===== src/rtl/mmio_bridge.sv =====
// mmio_bridge: splits processor data-memory accesses between dmem and a small
// block of game I/O registers (keyboard FIFO, gravity timer, LEDs).
module mmio_bridge #(
  parameter logic [11:0] IO_BASE        = 12'hFF0,
  parameter int unsigned FIFO_DEPTH     = 8,
  parameter logic [31:0] DEFAULT_PERIOD = 32'd50000000,
  parameter int unsigned LED_W          = 8
) (
  input  logic             clock,
  input  logic             reset,
  input  logic [11:0]      cpu_address,
  input  logic [31:0]      cpu_data,
  input  logic             cpu_wren,
  output logic [31:0]      cpu_q,
  output logic [11:0]      dmem_address,
  output logic [31:0]      dmem_data,
  output logic             dmem_wren,
  input  logic [31:0]      dmem_q,
  input  logic             kbd_valid,
  input  logic [7:0]       kbd_code,
  output logic [LED_W-1:0] leds
);

  localparam int unsigned PTR_W = (FIFO_DEPTH > 1) ? $clog2(FIFO_DEPTH) : 1;
  localparam int unsigned CNT_W = PTR_W + 1;
  localparam logic [CNT_W-1:0] FULL_CNT = CNT_W'(FIFO_DEPTH);

  logic             io_sel;
  logic [11:0]      io_off;
  logic [31:0]      io_rdata;

  logic             wr_kbd_status;
  logic             wr_kbd_data;
  logic             wr_period;
  logic             wr_timer_status;
  logic             wr_led;

  logic [7:0]       fifo_mem [FIFO_DEPTH];
  logic [PTR_W-1:0] wr_ptr;
  logic [PTR_W-1:0] rd_ptr;
  logic [CNT_W-1:0] fifo_count;
  logic             fifo_full;
  logic             fifo_empty;
  logic             overflow;
  logic             push;
  logic             pop;
  logic             drop;

  logic [31:0]      period;
  logic [31:0]      timer_count;
  logic             tick_pending;
  logic             tick_fire;

  // Address decode and dmem passthrough; these stay live during reset.
  always_comb begin
    io_sel          = (cpu_address >= IO_BASE);
    io_off          = cpu_address - IO_BASE;
    dmem_address    = cpu_address;
    dmem_data       = cpu_data;
    dmem_wren       = cpu_wren & ~io_sel;
    wr_kbd_status   = cpu_wren & io_sel & (io_off == 12'd0);
    wr_kbd_data     = cpu_wren & io_sel & (io_off == 12'd1);
    wr_period       = cpu_wren & io_sel & (io_off == 12'd2);
    wr_timer_status = cpu_wren & io_sel & (io_off == 12'd3);
    wr_led          = cpu_wren & io_sel & (io_off == 12'd5);
  end

  // FIFO handshake: a pop makes room for a same-cycle push when full.
  always_comb begin
    fifo_empty = (fifo_count == '0);
    fifo_full  = (fifo_count == FULL_CNT);
    pop        = wr_kbd_data & ~fifo_empty;
    push       = kbd_valid & (~fifo_full | pop);
    drop       = kbd_valid & fifo_full & ~pop;
  end

  // Timer wrap; a period write overrides the increment for that cycle.
  always_comb begin
    tick_fire = ~wr_period & (period != 32'd0) & (timer_count == period - 32'd1);
  end

  // Scancode storage (no reset needed; validity tracked by count).
  always_ff @(posedge clock) begin
    if (push) fifo_mem[wr_ptr] <= kbd_code;
  end

  // FIFO pointers, occupancy and sticky overflow.
  always_ff @(posedge clock or posedge reset) begin
    if (reset) begin
      wr_ptr     <= '0;
      rd_ptr     <= '0;
      fifo_count <= '0;
      overflow   <= 1'b0;
    end else begin
      if (push) wr_ptr <= wr_ptr + 1'b1;
      if (pop)  rd_ptr <= rd_ptr + 1'b1;
      if (push && !pop)      fifo_count <= fifo_count + 1'b1;
      else if (pop && !push) fifo_count <= fifo_count - 1'b1;
      if (drop)               overflow <= 1'b1;
      else if (wr_kbd_status) overflow <= 1'b0;
    end
  end

  // Gravity timer: period register, free-running count and sticky tick.
  always_ff @(posedge clock or posedge reset) begin
    if (reset) begin
      period       <= DEFAULT_PERIOD;
      timer_count  <= 32'd0;
      tick_pending <= 1'b0;
    end else begin
      if (wr_period) begin
        period      <= cpu_data;
        timer_count <= 32'd0;
      end else if (period == 32'd0 || tick_fire) begin
        timer_count <= 32'd0;
      end else begin
        timer_count <= timer_count + 32'd1;
      end
      if (tick_fire)            tick_pending <= 1'b1;
      else if (wr_timer_status) tick_pending <= 1'b0;
    end
  end

  // LED output register.
  always_ff @(posedge clock or posedge reset) begin
    if (reset)       leds <= '0;
    else if (wr_led) leds <= cpu_data[LED_W-1:0];
  end

  // I/O read mux and load-data select.
  always_comb begin
    io_rdata = 32'd0;
    case (io_off)
      12'd0: io_rdata = {16'd0, 8'(fifo_count), 5'd0, overflow, fifo_full, ~fifo_empty};
      12'd1: io_rdata = fifo_empty ? 32'd0 : {24'd0, fifo_mem[rd_ptr]};
      12'd2: io_rdata = period;
      12'd3: io_rdata = {31'd0, tick_pending};
      12'd4: io_rdata = timer_count;
      12'd5: io_rdata = 32'(leds);
      default: io_rdata = 32'd0;
    endcase
    cpu_q = io_sel ? io_rdata : dmem_q;
  end

endmodule


===== config.mk =====
export PLATFORM = sky130hd
export DESIGN_NAME = mmio_bridge
export DESIGN_NICKNAME = d
export VERILOG_FILES = /design/src/rtl/mmio_bridge.sv
export SDC_FILE = /design/constraint.sdc
export NUM_CORES = 1
export LEC_CHECK = 0
export CELL_PAD_IN_SITES_DETAIL_PLACEMENT = 0
export CELL_PAD_IN_SITES_GLOBAL_PLACEMENT = 1
export CORE_ASPECT_RATIO = 0.8
export CORE_MARGIN = 4
export CORE_UTILIZATION = 41
export DETAILED_ROUTE_END_ITERATION = 8
export PLACE_DENSITY_LB_ADDON = 0.1
export SLEW_MARGIN = 0
export SYNTH_ARGS = -nofsm -noshare
export SYNTH_HDL_FRONTEND = slang
export SYNTH_SLANG_ARGS = --single-unit

===== constraint.sdc =====
create_clock -name clock -period 3.2 [get_ports clock]
set_input_delay 0.48 -clock clock [delete_from_list [all_inputs] [get_ports clock]]
set_output_delay 0.48 -clock clock [all_outputs]
set_load 0.01 [all_outputs]

==> impl_metrics.csv, run 1 <==
group,metric,value,unit
sta,setup_viol,0,
global_routing,grt_pass1_wl,37400,um
floorplan,core_area,20000,sq um
drt,routed_wl,23900,um
sta,post-route-period-util,96.4,%
floorplan,num_io_pins,173,
yosys,syn_area,8440,sq um
drt,firstDrtPassIters,6,
clocking,clock_latency,0.44,ns
placed_design,port-buffer-count,172,
placed_design,dp_hpwl,18100,um
pwr,powerDensity,448,nW/um^2
layout,diodes,0,
worst_setup_path,slowest_delay,0.48,ns
floorplan,start_util,42.1,%
yosys,yosysUniqueCellTypes,62,
layout,fillCellCount,1726,
worst_setup_path,worst_path_most_repeated_cell,"xnor2_1",
clocking,postCtsHoldBufs,0,
worst_setup_path,path_class,"reg2reg",
floorplan,fp.dieH,136,um
global_routing,grt_pass1_vias,6500,
worst_setup_path,critPathMaxFanout,6,
yosys,synth_area_leader_cell,"edfxtp_1",
global_routing,grt_usage,20.9,%
clocking,cts.sinks,148,
global_routing,antenna_found_initial,0,
clocking,clkTransAtPathRegs,0.08,ns
sta,finalMaxSlewViolations,0,
pwr,leakage,0.00485,uW
clocking,cts_tree,"built",
drt,num_vias,6605,
drt,drc,0,
drt,wl_per_cell,19.5,um
global_routing,overflow,0,
layout,layout-drive-gt1-share,24.4,%
yosys,avgSynthCellArea,11.1,sq um
layout,fin_util,56.7,%
yosys,yosys_register_bits,148,
sta,worst_pin_slew,0.699,ns
outcome,status,"finished clean",
sta,hold_violations,0,
clocking,clk_path_buf_depth,2,
sta,fmax,324,MHz
yosys,ys.flop_type,"dfrtp_1",
sta,maxSlewHeadroom,53.4,%
worst_setup_path,required,3.53,ns
layout,area_growth,34.6,%
flow_run,maxCapViolations,0,
sta,whs,0.450,ns
drt,viasPerCell,5.40,
worst_setup_path,path_cells,"nor4_2 -> nand4_2 -> nor4_1 -> xnor2_1 -> xnor2_1 -> or4_4 -> nor4_4 -> buf_4 -> clkbuf_4 -> nor3b_2",
yosys,netlist_instances,757,
yosys,synthTopCellsByArea,"edfxtp_1 23%, dfrtp_1 21%, mux2_2 6.7%, xnor2_1 4.8%, mux4_2 4.3%",
yosys,seq_area_frac_synth,47.9,%
yosys,synth_edf_count,64,
worst_setup_path,endpoint_kind,"flip-flop",
yosys,synth_top_area_share,22.8,%
layout,final_nets,1044,
floorplan,die_x,168,um
yosys,async_reset_ff_share,56.8,%
sta,fin_worst_skew,0.0249,ns
floorplan,row_count,46,
worst_setup_path,start_kind,"flip-flop",
placed_design,gp_congestion,0.891,
clocking,h-tree-depth,4,
global_routing,grt_max_degree,48,
floorplan,dieArea,22900,sq um
worst_setup_path,crit_family,"simple AND/OR/NAND/NOR gates",
clocking,cts_root_buf,"clkbuf_16",
drt,ant_nets,0,
sta,period_minus_slack,3.09,ns
yosys,synth_nets,854,
clocking,cts_buffers,17,
worst_setup_path,worstPathArrival,3.42,ns
worst_hold_path,hp-class,"in2async",
drt,drt_iter0_drc,636,
worst_setup_path,worst_path_max_delay_cell,"nor4_2",
pwr,peakVddDrop,308,uV
placed_design,place_ws,-0.105,ns
worst_setup_path,critPathBufInv,2,
yosys,synth-warning-count,0,
sta,fin_ws,0.114,ns
==> path summary, 6_finish.rpt <==
| path | startpoint | to | slack [ns] | cells past startpoint |
|---|---|---|---|---|
| max in group asynchronous | reset | period[7]$_DFFE_PP1P_ | 1.95 | 3 |
| hold reg to reg | tick_pending$_DFFE_PP0P_ | tick_pending$_DFFE_PP0P_ | 0.52 | 2 |
| min in group clock | tick_pending$_DFFE_PP0P_ | tick_pending$_DFFE_PP0P_ | 0.52 | 2 |
| setup reg to reg | period[9]$_DFFE_PP0P_ | timer_count[29]$_DFF_PP0_ | 0.11 | 10 |
| setup / recovery | period[9]$_DFFE_PP0P_ | timer_count[29]$_DFF_PP0_ | 0.11 | 10 |
| hold / removal | reset | timer_count[23]$_DFF_PP0_ | 0.45 | 2 |
==> cells in the mapped netlist (all sizes together) (2+ instances only) <==
cell type  number
xor2           38
a21oi           6
nand2b          4
nor3b           9
nand3          27
nor2b           2
mux2           50
and2            3
or3             5
or2             3
nor4           17
inv            30
o21ai           7
edfxtp         64
mux2i           3
and3            3
or3b            4
nand4          15
ha              8
clkbuf         33
dfrtp          72
xnor2          46
dfstp          12
nand2          81
a31oi           3
nor2           62
a222oi         31
or4             7
mux4           16
nor3           18
buf            53
a32oi           2
and4            5
==> flip-flops by register name (all words and copies together) (netlist names) <==
register / flops
rd_ptr: 3
tick_pending: 1
leds: 8
overflow: 1
fifo_mem: 64
period: 32
fifo_count: 4
wr_ptr: 3
timer_count: 32
==> routing by layer <==
layer  part of all wire [%]  global-route usage, %
met1                     47                   31.5
met2                     45                   31.1
met3                    7.1                   5.00
met4                   0.70                   3.79
met5                      0                      0
==> worst register-to-register path: stages, from the launching register on <==
cell and delay (ns):
dfrtp_1 0.44, nor4_2 0.48, nand4_2 0.27, nor4_1 0.38
xnor2_1 0.18, xnor2_1 0.10, or4_4 0.44, nor4_4 0.29
buf_4 0.18, clkbuf_4 0.19, nor3b_2 0.06
==> final cells by class <==
cell class                      count  area, sq um  area share [%]
Timing Repair Buffer              257         2430            21.4
Clock buffer                       17          425            3.75
Multi-Input combinational cell    493         3820            33.6
Inverter                           30          114            1.00
Sequential cell                   148         4040            35.6
Tap cell                          264          330            2.91
Clock inverter                     15          191            1.69
==> logic make-up (layout without fill, tap and decap cells) <==
group                    count (synthesis)  count (layout)  synth area share, %
AND/OR/NAND/NOR                        269             269                 16.9
flip-flops                             148             148                 47.9
buffers and inverters                  116             319                 7.53
XOR/XNOR                                84              84                 8.72
multiplexers                            69              69                 11.3
AO/OA/AOI/OAI                           62              62                 6.23
adder cells (fa/ha/maj)                  9               9                 1.42
==> cell usage in the layout (no fill, tap or decap), types with 31 or more instances in the layout <==
cell type / instances
a222oi_1: 31
buf_4: 73
clkdlybuf4s50_1: 141
dfrtp_1: 70
edfxtp_1: 64
mux2_2: 50
nand2_1: 81
nor2_1: 57
xnor2_1: 46
xor2_1: 38
==> stage by stage <==
stage               total power, uW  setup TNS [ns]  area, sq um  instances
global route                   5330         -0.0218        11400       1224
floorplan                      2710               0         8440        757
global placement               3080          -0.885        10600       1180
finish                         5090               0        11400       1224
detailed placement             3120           -1.38        10600       1180
CTS                            5150        -0.00867        11200       1214
==> power breakdown <==
part           leakage (uW)  internal [uW]  switching, uW  total, uW
Clock              0.000300           1070            961       2030
Sequential          0.00169           2160            118       2280
Combinational       0.00287            421            359        780
Total               0.00485           3650           1440       5090
==> timing repair <==
item | 4_1_cts | 5_1_grt
gates resized for setup | 29 | 21
pin swaps | 3 | 4
gates cloned | 0 | 2
endpoints found under the setup margin | 30 | 41
setup buffers | 2 | 8
(Power assumes the default switching activity.)
==> run 2, diff against run 1 <==
CELL_PAD_IN_SITES_DETAIL_PLACEMENT = 1   (was 0)
==> impl_metrics.csv, run 2 (same netlist as run 1, synthesis figures left out) <==
group,metric,value,unit
drt,ant_nets,0,
worst_setup_path,required,3.52,ns
pwr,netSwitchingFraction,29.0,%
outcome,status,"complete, but fails checks",
worst_setup_path,slowest_delay,0.52,ns
layout,layout-drive-gt1-share,25.0,%
sta,fin_ws,-0.0379,ns
layout,final_common_cell,"clkdlybuf4s50_1",
sta,fmax,309,MHz
worst_setup_path,ff2ff_setup_slack,-0.04,ns
sta,maxSlewHeadroom,52.0,%
pwr,switching_power,1490,uW
pwr,power_frac_clock,39.9,%
placed_design,dp_hpwl,20000,um
worst_setup_path,ff2ff_path_depth,11,
worst_setup_path,start_kind,"flip-flop",
drt,firstDrtPassIters,6,
layout,final_nets,1043,
worst_setup_path,path_class,"reg2reg",
pwr,leakage,0.00484,uW
worst_hold_path,hp-class,"in2async",
global_routing,overflow,0,
clocking,cts_buffers,17,
floorplan,row_count,46,
clocking,cts_root_buf,"clkbuf_16",
floorplan,fp.dieH,136,um
flow_run,maxCapViolations,0,
global_routing,antenna_found_initial,0,
floorplan,start_util,42.1,%
layout,top_register,"fifo_mem",
sta,finalMaxSlewViolations,0,
pwr,p_int,3650,uW
layout,largest_registers,"fifo_mem x64, period x32, timer_count x32",
worst_setup_path,endpoint_kind,"flip-flop",
outcome,violations,"negative setup slack",
sta,hold_violations,0,
worst_setup_path,worstPathArrival,3.56,ns
sta,fin_worst_skew,0.0138,ns
drt,wl_per_cell,22.5,um
layout,area_growth,35.5,%
sta,whs,0.457,ns
layout,largest_reg_flops,64,
sta,setup_viol,33,
pwr,comb_power_share,15.6,%
drt,viasPerCell,5.65,
placed_design,port-buffer-count,172,
worst_setup_path,critPathMaxFanout,5,
worst_setup_path,rr_startpoint,"period[0]$_DFFE_PP0P_",
placed_design,gp_congestion,0.891,
clocking,h-tree-depth,4,
worst_setup_path,path_cells,"nor4_2 -> buf_4 -> nand4_1 -> nor4_2 -> xnor2_1 -> nand4_1 -> or4b_4 -> nor4_4 -> buf_6 -> buf_4 -> nor2_1",
global_routing,grt_pass1_vias,7310,
worst_setup_path,crit_end,"timer_count[1]$_DFF_PP0_",
clocking,cts_tree,"built",
worst_setup_path,r2r-end,"timer_count[1]$_DFF_PP0_",
pwr,peakVddDrop,356,uV
pwr,powerDensity,450,nW/um^2
worst_setup_path,startpoint,"period[0]$_DFFE_PP0P_",
clocking,clk_path_buf_depth,2,
worst_setup_path,worst_path_max_delay_cell,"or4b_4",
floorplan,core_area,20000,sq um
drt,drt_iter0_drc,638,
floorplan,die_x,168,um
layout,diodes,0,
drt,routed_wl,27600,um
clocking,cts.sinks,148,
sta,worst_pin_slew,0.720,ns
placed_design,place_area,10600,sq um
floorplan,dieArea,22900,sq um
floorplan,num_io_pins,173,
pwr,seq_power_share,44.5,%
sta,period_minus_slack,3.24,ns
drt,num_vias,6915,
sta,rsz0062_at_grt,"yes",
global_routing,grt_max_degree,48,
clocking,postCtsHoldBufs,0,
layout,final_cell_mix,"141 x clkdlybuf4s50_1, 81 x nand2_1, 71 x buf_4",
layout,design_area,11400,sq um
global_routing,grt_pass1_wl,42700,um
clocking,clkTransAtPathRegs,0.08,ns
sta,post-route-period-util,101,%
clocking,clock_latency,0.44,ns
drt,drc,0,
global_routing,grt_usage,24.0,%
-- run 2: routing by layer --
metal  part of all wire [%]  track usage (%)  wire [um]
met1                     46             34.0      12600
met2                     48             38.3      13200
met3                    5.2             4.48       1440
met4                    1.4             6.04        389
met5                      0                0          0
-- run 2: how the worst min path moves through the flow --
stage,startpoint,to,cells after the start,slack (ns)
after detailed placement,tick_pending$_DFFE_PP0P_,tick_pending$_DFFE_PP0P_,2,0.50
final,reset,period[29]$_DFFE_PP0P_,2,0.46
after CTS,reset,period[29]$_DFFE_PP0P_,2,0.47
after global routing,reset,timer_count[24]$_DFF_PP0_,2,0.50
after floorplan,tick_pending$_DFFE_PP0P_,tick_pending$_DFFE_PP0P_,2,0.47
after global placement,tick_pending$_DFFE_PP0P_,tick_pending$_DFFE_PP0P_,2,0.49
-- run 2: power groups by stage --
stage / clock network (uW) / registers [uW] / logic [uW]
2_1_floorplan: 0 / 2260 / 454
3_3_place_gp: 0 / 2310 / 768
3_5_place_dp: 0 / 2330 / 815
4_1_cts: 2090 / 2290 / 808
5_1_grt: 2190 / 2310 / 881
6_report: 2050 / 2290 / 802
-- run 2: stage by stage --
step | power, uW | instances | utilization [%] | worst slack [ns] | setup TNS (ns)
CTS | 5180 | 1217 | 56.3 | 0.0168 | 0
floorplan | 2710 | 757 | - | 0.0697 | 0
finish | 5150 | 1223 | 57.1 | -0.0379 | -0.493
global placement | 3080 | 1180 | 52.9 | -0.0795 | -0.885
global route | 5380 | 1223 | 57.1 | -0.236 | -7.14
detailed placement | 3140 | 1180 | 52.9 | -0.196 | -1.96
-- run 2: area by class of cell --
class | instances | area, sq um
Clock buffer | 17 | 425
Clock inverter | 15 | 196
Fill cell | 2114 | 8600
Inverter | 30 | 114
Multi-Input combinational cell | 493 | 3870
Sequential cell | 148 | 4040
Tap cell | 264 | 330
Timing Repair Buffer | 256 | 2450
-- run 2: timing repair --
| item | 4_1_cts | 5_1_grt |
|---|---|---|
| cloned | 2 | 1 |
| setup buffers | 3 | 6 |
| endpoints found under the hold margin | 0 | 0 |
| resized for setup | 37 | 27 |
| pin swaps | 3 | 12 |
| endpoints found under the setup margin | 30 | 40 |
-- run 2: worst max-delay path: cells and delay by family, from the launching register on --
| family | cells | cell delay, ns |
|---|---|---|
| and+or+nand+nor | 7 | 2.00 |
| buffers and inverters | 3 | 0.51 |
| DFF | 1 | 0.42 |
| xor gates and xnor gates | 1 | 0.18 |
==> run 3, diff against run 2 <==
GPL_ROUTABILITY_DRIVEN = 1   (was not set)
==> results of run 3 <==
Same layout as run 2: the final DEF is identical, and so are final timing and power.
